$ cat config.mk
export PLATFORM = sky130hd
export DESIGN_NAME = uart_rx_ctrl
export DESIGN_NICKNAME = d
export VERILOG_FILES = /design/src/rtl/uart_pkg.sv /design/src/rtl/uart_rx_fifo.sv /design/src/rtl/uart_rx_ctrl.sv
export SDC_FILE = /design/constraint.sdc
export NUM_CORES = 1
export LEC_CHECK = 0
export CAP_MARGIN = 25
export CORE_AREA = 2 2 91 93
export CTS_CLUSTER_DIAMETER = 40
export DETAILED_ROUTE_END_ITERATION = 7
export DIE_AREA = 0 0 93 95
export GPL_TIMING_DRIVEN = 0
export PLACE_DENSITY = 0.71
export SLEW_MARGIN = 20
export SYNTH_ARGS = -nofsm -noshare
export SYNTH_HDL_FRONTEND = slang
export SYNTH_SLANG_ARGS = --single-unit
$ cat constraint.sdc
create_clock -name clk -period 2.6 [get_ports clk]
set_input_delay 0.52 -clock clk [delete_from_list [all_inputs] [get_ports clk]]
set_output_delay 0.52 -clock clk [all_outputs]
set_load 0.01 [all_outputs]
$ cat src/rtl/uart_pkg.sv
// Shared definitions for the UART receive path: config packing, parity
// encodings and the config FSM state type.
package uart_pkg;

  typedef logic [4:0] cfg_t;

  localparam int unsigned CFG_DATA_SIZE = 0;
  localparam int unsigned CFG_PAR_EN    = 1;
  localparam int unsigned CFG_PAR_MODE  = 2;
  localparam int unsigned CFG_STOP_BITS = 4;

  localparam logic [1:0] PAR_SPACE = 2'b00;
  localparam logic [1:0] PAR_MARK  = 2'b01;
  localparam logic [1:0] PAR_EVEN  = 2'b10;
  localparam logic [1:0] PAR_ODD   = 2'b11;

  typedef enum logic {
    RUN,
    PEND
  } cfg_state_t;

endpackage

$ cat src/rtl/uart_rx_fifo.sv
// First-word fall-through FIFO for received bytes with flush and level
// reporting; a push into a full FIFO is accepted only alongside a pop.
module uart_rx_fifo #(
  parameter int unsigned DEPTH = 4,
  parameter int unsigned WIDTH = 10
) (
  input  logic                       clk,
  input  logic                       rst,
  input  logic                       push,
  input  logic [WIDTH-1:0]           push_data,
  input  logic                       flush,
  input  logic                       rd_ready,
  output logic                       rd_valid,
  output logic [WIDTH-1:0]           rd_data,
  output logic [$clog2(DEPTH):0]     level,
  output logic                       drop
);

  localparam int unsigned AW = $clog2(DEPTH);
  localparam logic [AW:0] FULL_LVL = (AW+1)'(DEPTH);

  logic [WIDTH-1:0] mem [DEPTH];
  logic [AW-1:0]    wr_ptr;
  logic [AW-1:0]    rd_ptr;
  logic [AW:0]      level_q;
  logic             full;
  logic             empty;
  logic             pop;
  logic             push_ok;

  assign full    = (level_q == FULL_LVL);
  assign empty   = (level_q == '0);
  assign pop     = !empty && rd_ready;
  assign push_ok = push && (!full || pop);
  // A push discarded by flush is not an overflow.
  assign drop    = push && full && !pop && !flush;

  assign rd_valid = !empty;
  assign rd_data  = empty ? '0 : mem[rd_ptr];
  assign level    = level_q;

  always_ff @(posedge clk) begin
    if (rst || flush) begin
      wr_ptr  <= '0;
      rd_ptr  <= '0;
      level_q <= '0;
    end else begin
      if (push_ok) wr_ptr <= wr_ptr + AW'(1);
      if (pop)     rd_ptr <= rd_ptr + AW'(1);
      case ({push_ok, pop})
        2'b10:   level_q <= level_q + (AW+1)'(1);
        2'b01:   level_q <= level_q - (AW+1)'(1);
        default: level_q <= level_q;
      endcase
    end
  end

  always_ff @(posedge clk) begin
    if (push_ok && !flush && !rst) mem[wr_ptr] <= push_data;
  end

endmodule

$ cat src/rtl/uart_rx_ctrl.sv
// Receiver control layer: defers config changes until uart_rx is idle,
// buffers received frames and keeps saturating error statistics.
module uart_rx_ctrl
  import uart_pkg::*;
#(
  parameter int unsigned DEPTH   = 4,
  parameter int unsigned CNT_W   = 8,
  parameter logic [4:0]  CFG_RST = 5'b00001
) (
  input  logic                     clk,
  input  logic                     rst,
  input  logic                     cfg_wr,
  input  logic [4:0]               cfg_data,
  output logic                     cfg_busy,
  output logic                     data_size,
  output logic                     parity_en,
  output logic [1:0]               parity_mode,
  output logic                     stop_bit_size,
  input  logic                     rx_ready,
  input  logic                     rx_new_data,
  input  logic [7:0]               rx_data,
  input  logic                     rx_err_crc,
  input  logic                     rx_err_frame,
  output logic                     rd_valid,
  output logic [9:0]               rd_data,
  input  logic                     rd_ready,
  input  logic                     fifo_flush,
  output logic [$clog2(DEPTH):0]   fifo_level,
  output logic [CNT_W-1:0]         crc_cnt,
  output logic [CNT_W-1:0]         frame_cnt,
  output logic [CNT_W-1:0]         drop_cnt,
  input  logic                     cnt_clr
);

  cfg_state_t state, state_nxt;
  cfg_t       cfg_q, cfg_nxt;
  cfg_t       pend_q, pend_nxt;
  logic       fifo_drop;

  always_ff @(posedge clk) begin
    if (rst) begin
      state  <= RUN;
      cfg_q  <= CFG_RST;
      pend_q <= CFG_RST;
    end else begin
      state  <= state_nxt;
      cfg_q  <= cfg_nxt;
      pend_q <= pend_nxt;
    end
  end

  // A new write while pending takes priority over applying the old value.
  always_comb begin
    state_nxt = state;
    cfg_nxt   = cfg_q;
    pend_nxt  = pend_q;
    case (state)
      RUN: begin
        if (cfg_wr) begin
          pend_nxt  = cfg_data;
          state_nxt = PEND;
        end
      end
      PEND: begin
        if (cfg_wr) begin
          pend_nxt = cfg_data;
        end else if (rx_ready && !rx_new_data) begin
          cfg_nxt   = pend_q;
          state_nxt = RUN;
        end
      end
      default: state_nxt = RUN;
    endcase
  end

  assign cfg_busy      = (state == PEND);
  assign data_size     = cfg_q[CFG_DATA_SIZE];
  assign parity_en     = cfg_q[CFG_PAR_EN];
  assign parity_mode   = cfg_q[CFG_PAR_MODE +: 2];
  assign stop_bit_size = cfg_q[CFG_STOP_BITS];

  uart_rx_fifo #(
    .DEPTH (DEPTH),
    .WIDTH (10)
  ) u_fifo (
    .clk       (clk),
    .rst       (rst),
    .push      (rx_new_data),
    .push_data ({rx_err_frame, rx_err_crc, rx_data}),
    .flush     (fifo_flush),
    .rd_ready  (rd_ready),
    .rd_valid  (rd_valid),
    .rd_data   (rd_data),
    .level     (fifo_level),
    .drop      (fifo_drop)
  );

  function automatic logic [CNT_W-1:0] sat_inc(input logic [CNT_W-1:0] v,
                                               input logic inc);
    return (inc && (v != '1)) ? v + CNT_W'(1) : v;
  endfunction

  always_ff @(posedge clk) begin
    if (rst || cnt_clr) begin
      crc_cnt   <= '0;
      frame_cnt <= '0;
      drop_cnt  <= '0;
    end else begin
      crc_cnt   <= sat_inc(crc_cnt, rx_new_data && rx_err_crc);
      frame_cnt <= sat_inc(frame_cnt, rx_new_data && rx_err_frame);
      drop_cnt  <= sat_inc(drop_cnt, fifo_drop);
    end
  end

endmodule

* Word level (Yosys, flattened, before mapping)
Memories as Yosys holds them, arrays and structs flattened. A register that Yosys moved wholly into a read port is not among the register bits.
Cells that the tools add are included.
W data, S select, Z words.
** Operators by class
- Add/subtract/negate cells :: 7
- Equality and inequality tests :: 6
- Multiplexer cells :: 11
- Bitwise logic cells :: 2
- Reduce and logical (&&, ||, !) cells :: 25
** Operator list (count)
- $add A8 B1 Y8 const B :: 3
- $ne A8 B8 Y1 const B :: 3
- $logic_and A1 B1 Y1 :: 13
- $mux W10 :: 1
- $logic_not A1 Y1 :: 6
- $pmux W3 S2 :: 1
- $mux W1 :: 5
- $mux W5 :: 1
- $add A2 B1 Y2 const B :: 2
- $mux W2 :: 2
- $add A3 B1 Y3 const B :: 1
- $eq A3 B3 Y1 const B :: 1
- $logic_not A3 Y1 :: 1
- $logic_or A1 B1 Y1 :: 3
- $reduce_and A3 Y1 :: 1
- $sub A3 B1 Y3 const B :: 1
- $eq A2 B1 Y1 const B :: 1
- $eq A2 B2 Y1 const B :: 1
- $not A1 Y1 :: 2
- $pmux W1 S2 :: 1
- $reduce_bool A2 Y1 :: 1
** Word-level totals
- Bits in registers :: 42
- Bits in writable memories :: 40
- Word-level logic and storage cells :: 61
- Memories kept :: 1
** Memories
- u_fifo.mem :: words 4, width 10, rd ports 1, clocked after memory_dff 1, write ports 1, RTL line uart_rx_fifo.sv:22 : logic [WIDTH-1:0] mem [DEPTH];

* Depth between registers and ports, before layout
- Depth after elaboration :: 9
- Mapped depth :: 8

* Modules after synthesis
A second synthesis with hierarchy kept.
** Unflattened totals
- Cell total of the unflattened synthesis :: 294
- Area, all modules :: 3564.7 µm²
** Modules (own cells, without submodules)
- uart_rx_fifo :: times used 1, cells an instance 120, area an instance 2011.9 µm², seq. area each 1381.3 µm²
- uart_rx_ctrl :: times used 1, cells an instance 174, area an instance 1552.7 µm², seq. area each 700.7 µm²

* Worst setup path after synthesis
OpenSTA, ideal clock, no wires.
- Path type :: input-to-reg
- Start point :: input port rd_ready
- End point :: register u_fifo.level_q[2], in the netlist u_fifo.level[2]
- Library setup time :: 0.070 ns
- Arrival :: 2.366 ns
- Required time :: 2.530 ns
- Setup slack :: 0.163 ns
- Stages :: 8
- Buffers on the path :: 0
- Cells stage by stage :: or4b_4 > nand2_1 > ha_1 > inv_1 > fa_1 > xor2_1 > or3_1 > a21oi_1
** Between the ends
- Longest elaborated chain between the ends :: 5
- Elaborated cells on any way between the ends :: 7
** Ends and longest elaborated chain
- start, declared :: RTL line uart_rx_ctrl.sv:26 : input logic rd_ready,
- $logic_and A1 B1 Y1 (*) :: RTL line uart_rx_fifo.sv:33 : assign pop = !empty && rd_ready;
- $logic_or A1 B1 Y1 :: RTL line uart_rx_fifo.sv:34 : assign push_ok = push && (!full || pop);
- $logic_and A1 B1 Y1 :: RTL line uart_rx_fifo.sv:34
- $eq A2 B1 Y1 / $eq A2 B2 Y1 (equally long branches) :: RTL line uart_rx_fifo.sv:50 : case ({push_ok, pop})
- $pmux W3 S2 / $reduce_bool A2 Y1 (equally long branches)
- end signal, assigned :: RTL line uart_rx_fifo.sv:51 : 2'b10: level_q <= level_q + (AW+1)'(1);
- end signal, assigned :: RTL line uart_rx_fifo.sv:52 : 2'b01: level_q <= level_q - (AW+1)'(1);
- end signal, assigned :: RTL line uart_rx_fifo.sv:53 : default: level_q <= level_q;
- end, declared :: RTL line uart_rx_fifo.sv:25 : logic [AW:0] level_q;
Mark *: on every way between the ends. The rest lies on a longest branch, timed or not.
A chain may end at the register's enable or synchronous reset.

==> flow_summary.ini <==
[outcome]
run_status = complete, no violations

[power_and_ir_drop]
p_per_area_nw_per_um2 = 583
p_leak_uw = 0.00162
vdd.ir_drop.worst_mv = 0.406

[timing]
setup_violations = 0
final_max_slew_viol_count = 0
worstMarginPinSlew_ns = 0.618
max_slew_margin_pct = 58.7
rsz0062_at_grt = no
fin_crit_sh_pct = 97.1
finClkSkew_ns = 0.0122
fin_setup_tns_ns = 0
fmax_mhz = 396
final_hold_viol_count = 0
period_needed_ns = 2.52

[cts]
clk_latency_ns = 0.35
cts_tree = yes
clock_sinks = 84
clkTransAtPathRegs_ns = 0.08
cts_hold_buffers = 0
cts_htree_levels = 3
numCtsBuffers = 9
cts-root-buf = clkbuf_8
clock_path_buffers = 2

[synth]
ys_warn_count = 0
yosys_most_used_dff = dfxtp_1
yosysUniqueCellTypes = 48
synthCells = 287
syn-num-nets = 319
synth.largest_area_cell = edfxtp_1
ys_seq_elements = 84
async_flop_share_pct = 0
synthesis.area_sq_um = 3560
synth_area_leaders = edfxtp_1 34%, dfxtp_1 25%, mux4_2 6.3%, nor2_1 3.4%, mux2i_1 3.1%
avgSynthCellArea_sq_um = 12.4
synth-edff-count = 40
synth.yosys.seq_area_share_pct = 58.4
synth_top_area_share_pct = 33.7

[finish]
layout-drive-gt1-share_pct = 11.4
design_area_sq_um = 4610
diodes = 0
nets = 395
syn_to_final_growth_pct = 29.5

[setup_path]
end_kind = output port
critPathMaxFanout = 10
worstPathArrival_ns = 2.00
crit_type = register to output port
required_ns = 2.08
critPathLaunchType = register

[detailed_routing]
drt_first_pass_iters = 4
viasPerCell = 5.25
drt-total-wl_mm = 7.07
drc = 0
wl_per_cell_um = 15.0
wl_met3_um = 346
met2WireLength_mm = 3.24
ant_nets = 0
drtIter0Drc = 120
vias = 2483
dr.max_layer_used = met4
wl_met1_mm = 3.34

[flow_run]
maxCapViolCount = 0

[place]
dp_hpwl_mm = 4.80
gp_congestion = 0.765
placed_area_sq_um = 4330
port_buffers = 64

[hold_path]
hold_class = register to register

[die]
die_x_um = 93
rows = 33
dieArea_sq_um = 8840
core_area_sq_um = 7930
io_pins = 67
initial_core_util_pct = 44.9
die_h_um = 95

[grt]
track_usage_pct = 17.1
antenna_found_initial = 0
grt_pass1_wl_mm = 11.8
grt_max_degree = 15
grt_pass1_vias = 2475
grt.overflow.total = 0
power by group:
group | total [uW] | internal (uW) | leakage, uW | switching [uW]
Sequential | 1410 | 1400 | 0.000718 | 11.5
Clock | 1100 | 636 | 0.000111 | 460
Combinational | 180 | 95.8 | 0.000787 | 84.3
Total | 2690 | 2130 | 0.00162 | 556
cell families (layout without fill, tap and decap cells):
kind of cell / Yosys count / count (layout) / synth area share, %
and+or+nand+nor: 110 / 110 / 17.3
DFF: 84 / 84 / 58.4
AOI/OAI and AO/OA: 36 / 36 / 7.06
muxes: 21 / 21 / 9.41
buffers and inverters: 16 / 97 / 1.72
xor gates and xnor gates: 11 / 11 / 2.70
adders and majority gates: 9 / 9 / 3.37
metal layers:
layer	global-route usage, %	up-vias
met1	22.3	1181
met4	7.84	0
li1	-	1225
met3	3.67	11
met2	27.5	66
met5	0	-
cell type report:
cell class | count | area, sq um
fillers | 692 | 3310
flip-flops and latches | 84 | 2080
multi-input cells | 187 | 1430
repair buffers | 66 | 662
clock buffers | 11 | 131
well taps | 105 | 131
clock inverters | 5 | 101
plain buffers | 8 | 50.0
inverters | 7 | 26.3
critical path: stages (launching register included):
cell and delay (ns):
dfxtp_1 0.36, buf_12 0.15, mux4_2 0.51, and2_1 0.17, clkdlybuf4s50_1 0.47
per-stage QoR:
stage	hold slack (ns)	setup WS (ns)	power, uW	util, %	cells
after floorplan	0.427	0.163	1530	-	287
after global placement	0.436	-0.437	1620	54.7	456
after detailed placement	0.454	-0.469	1620	54.7	456
after CTS	0.474	0.0226	2700	57.9	472
after global routing	0.486	0.0119	2770	58.2	473
final	0.474	0.0763	2690	58.2	473
state kept, by name (all words and copies together) (netlist names), 2 cells and up, named ones only:
signal	count
u_fifo.rd_ptr	2
crc_cnt	8
pend_q	5
u_fifo.mem	40
drop_cnt	8
cfg_q	5
u_fifo.wr_ptr	2
u_fifo.level	3
frame_cnt	8
cell usage after synthesis (7+ instances only):
library cell and instances:
nand2_1 11, a21oi_1 7, and2_1 16, a31oi_1 8, mux2i_1 11, dfxtp_1 44, inv_1 7, ha_1 8
edfxtp_1 40, nand3_1 15, xor2_1 8, mux4_2 10, nor2_1 32
worst paths after layout:
path	startpoint	end	slack (ns)	depth (start not counted)
setup reg to reg	u_fifo.level[0]	u_fifo.level[2]	0.23	8
hold / removal	pend_q[0]	cfg_q[0]	0.47	1
setup / recovery	register	rd_data[8]	0.08	4
hold reg to reg	pend_q[0]	cfg_q[0]	0.47	1
cell usage in the layout, fill, tap and decap left out, types with 3 or more instances in the layout:
cell type / n
clkdlybuf4s50_1: 60
dfxtp_1: 43
edfxtp_1: 40
nor2_1: 32
and2_1: 16
nand3_1: 15
mux2i_1: 11
mux4_2: 10
nand2_1: 10
clkbuf_8: 9
a31oi_1: 8
xor2_1: 8
inv_1: 7
clkbuf_1: 7
a21oi_1: 7
ha_1: 7
o21ai_0: 6
nand4_1: 5
nor3_1: 5
nor2b_1: 3
and4_1: 3
o211ai_1: 3
xnor2_1: 3
bufinv_16: 3
dlymetal6s2s_1: 3
timing repair:
item | 4_1_cts | 5_1_grt
setup endpoints to repair | 11 | 9
setup buffers | 1 | 1
resized for setup | 8 | 6
gates cloned | 0 | 0
pin swaps | 1 | 0
hold endpoints to repair | 0 | 0
Power figures use the tool's default switching activity.
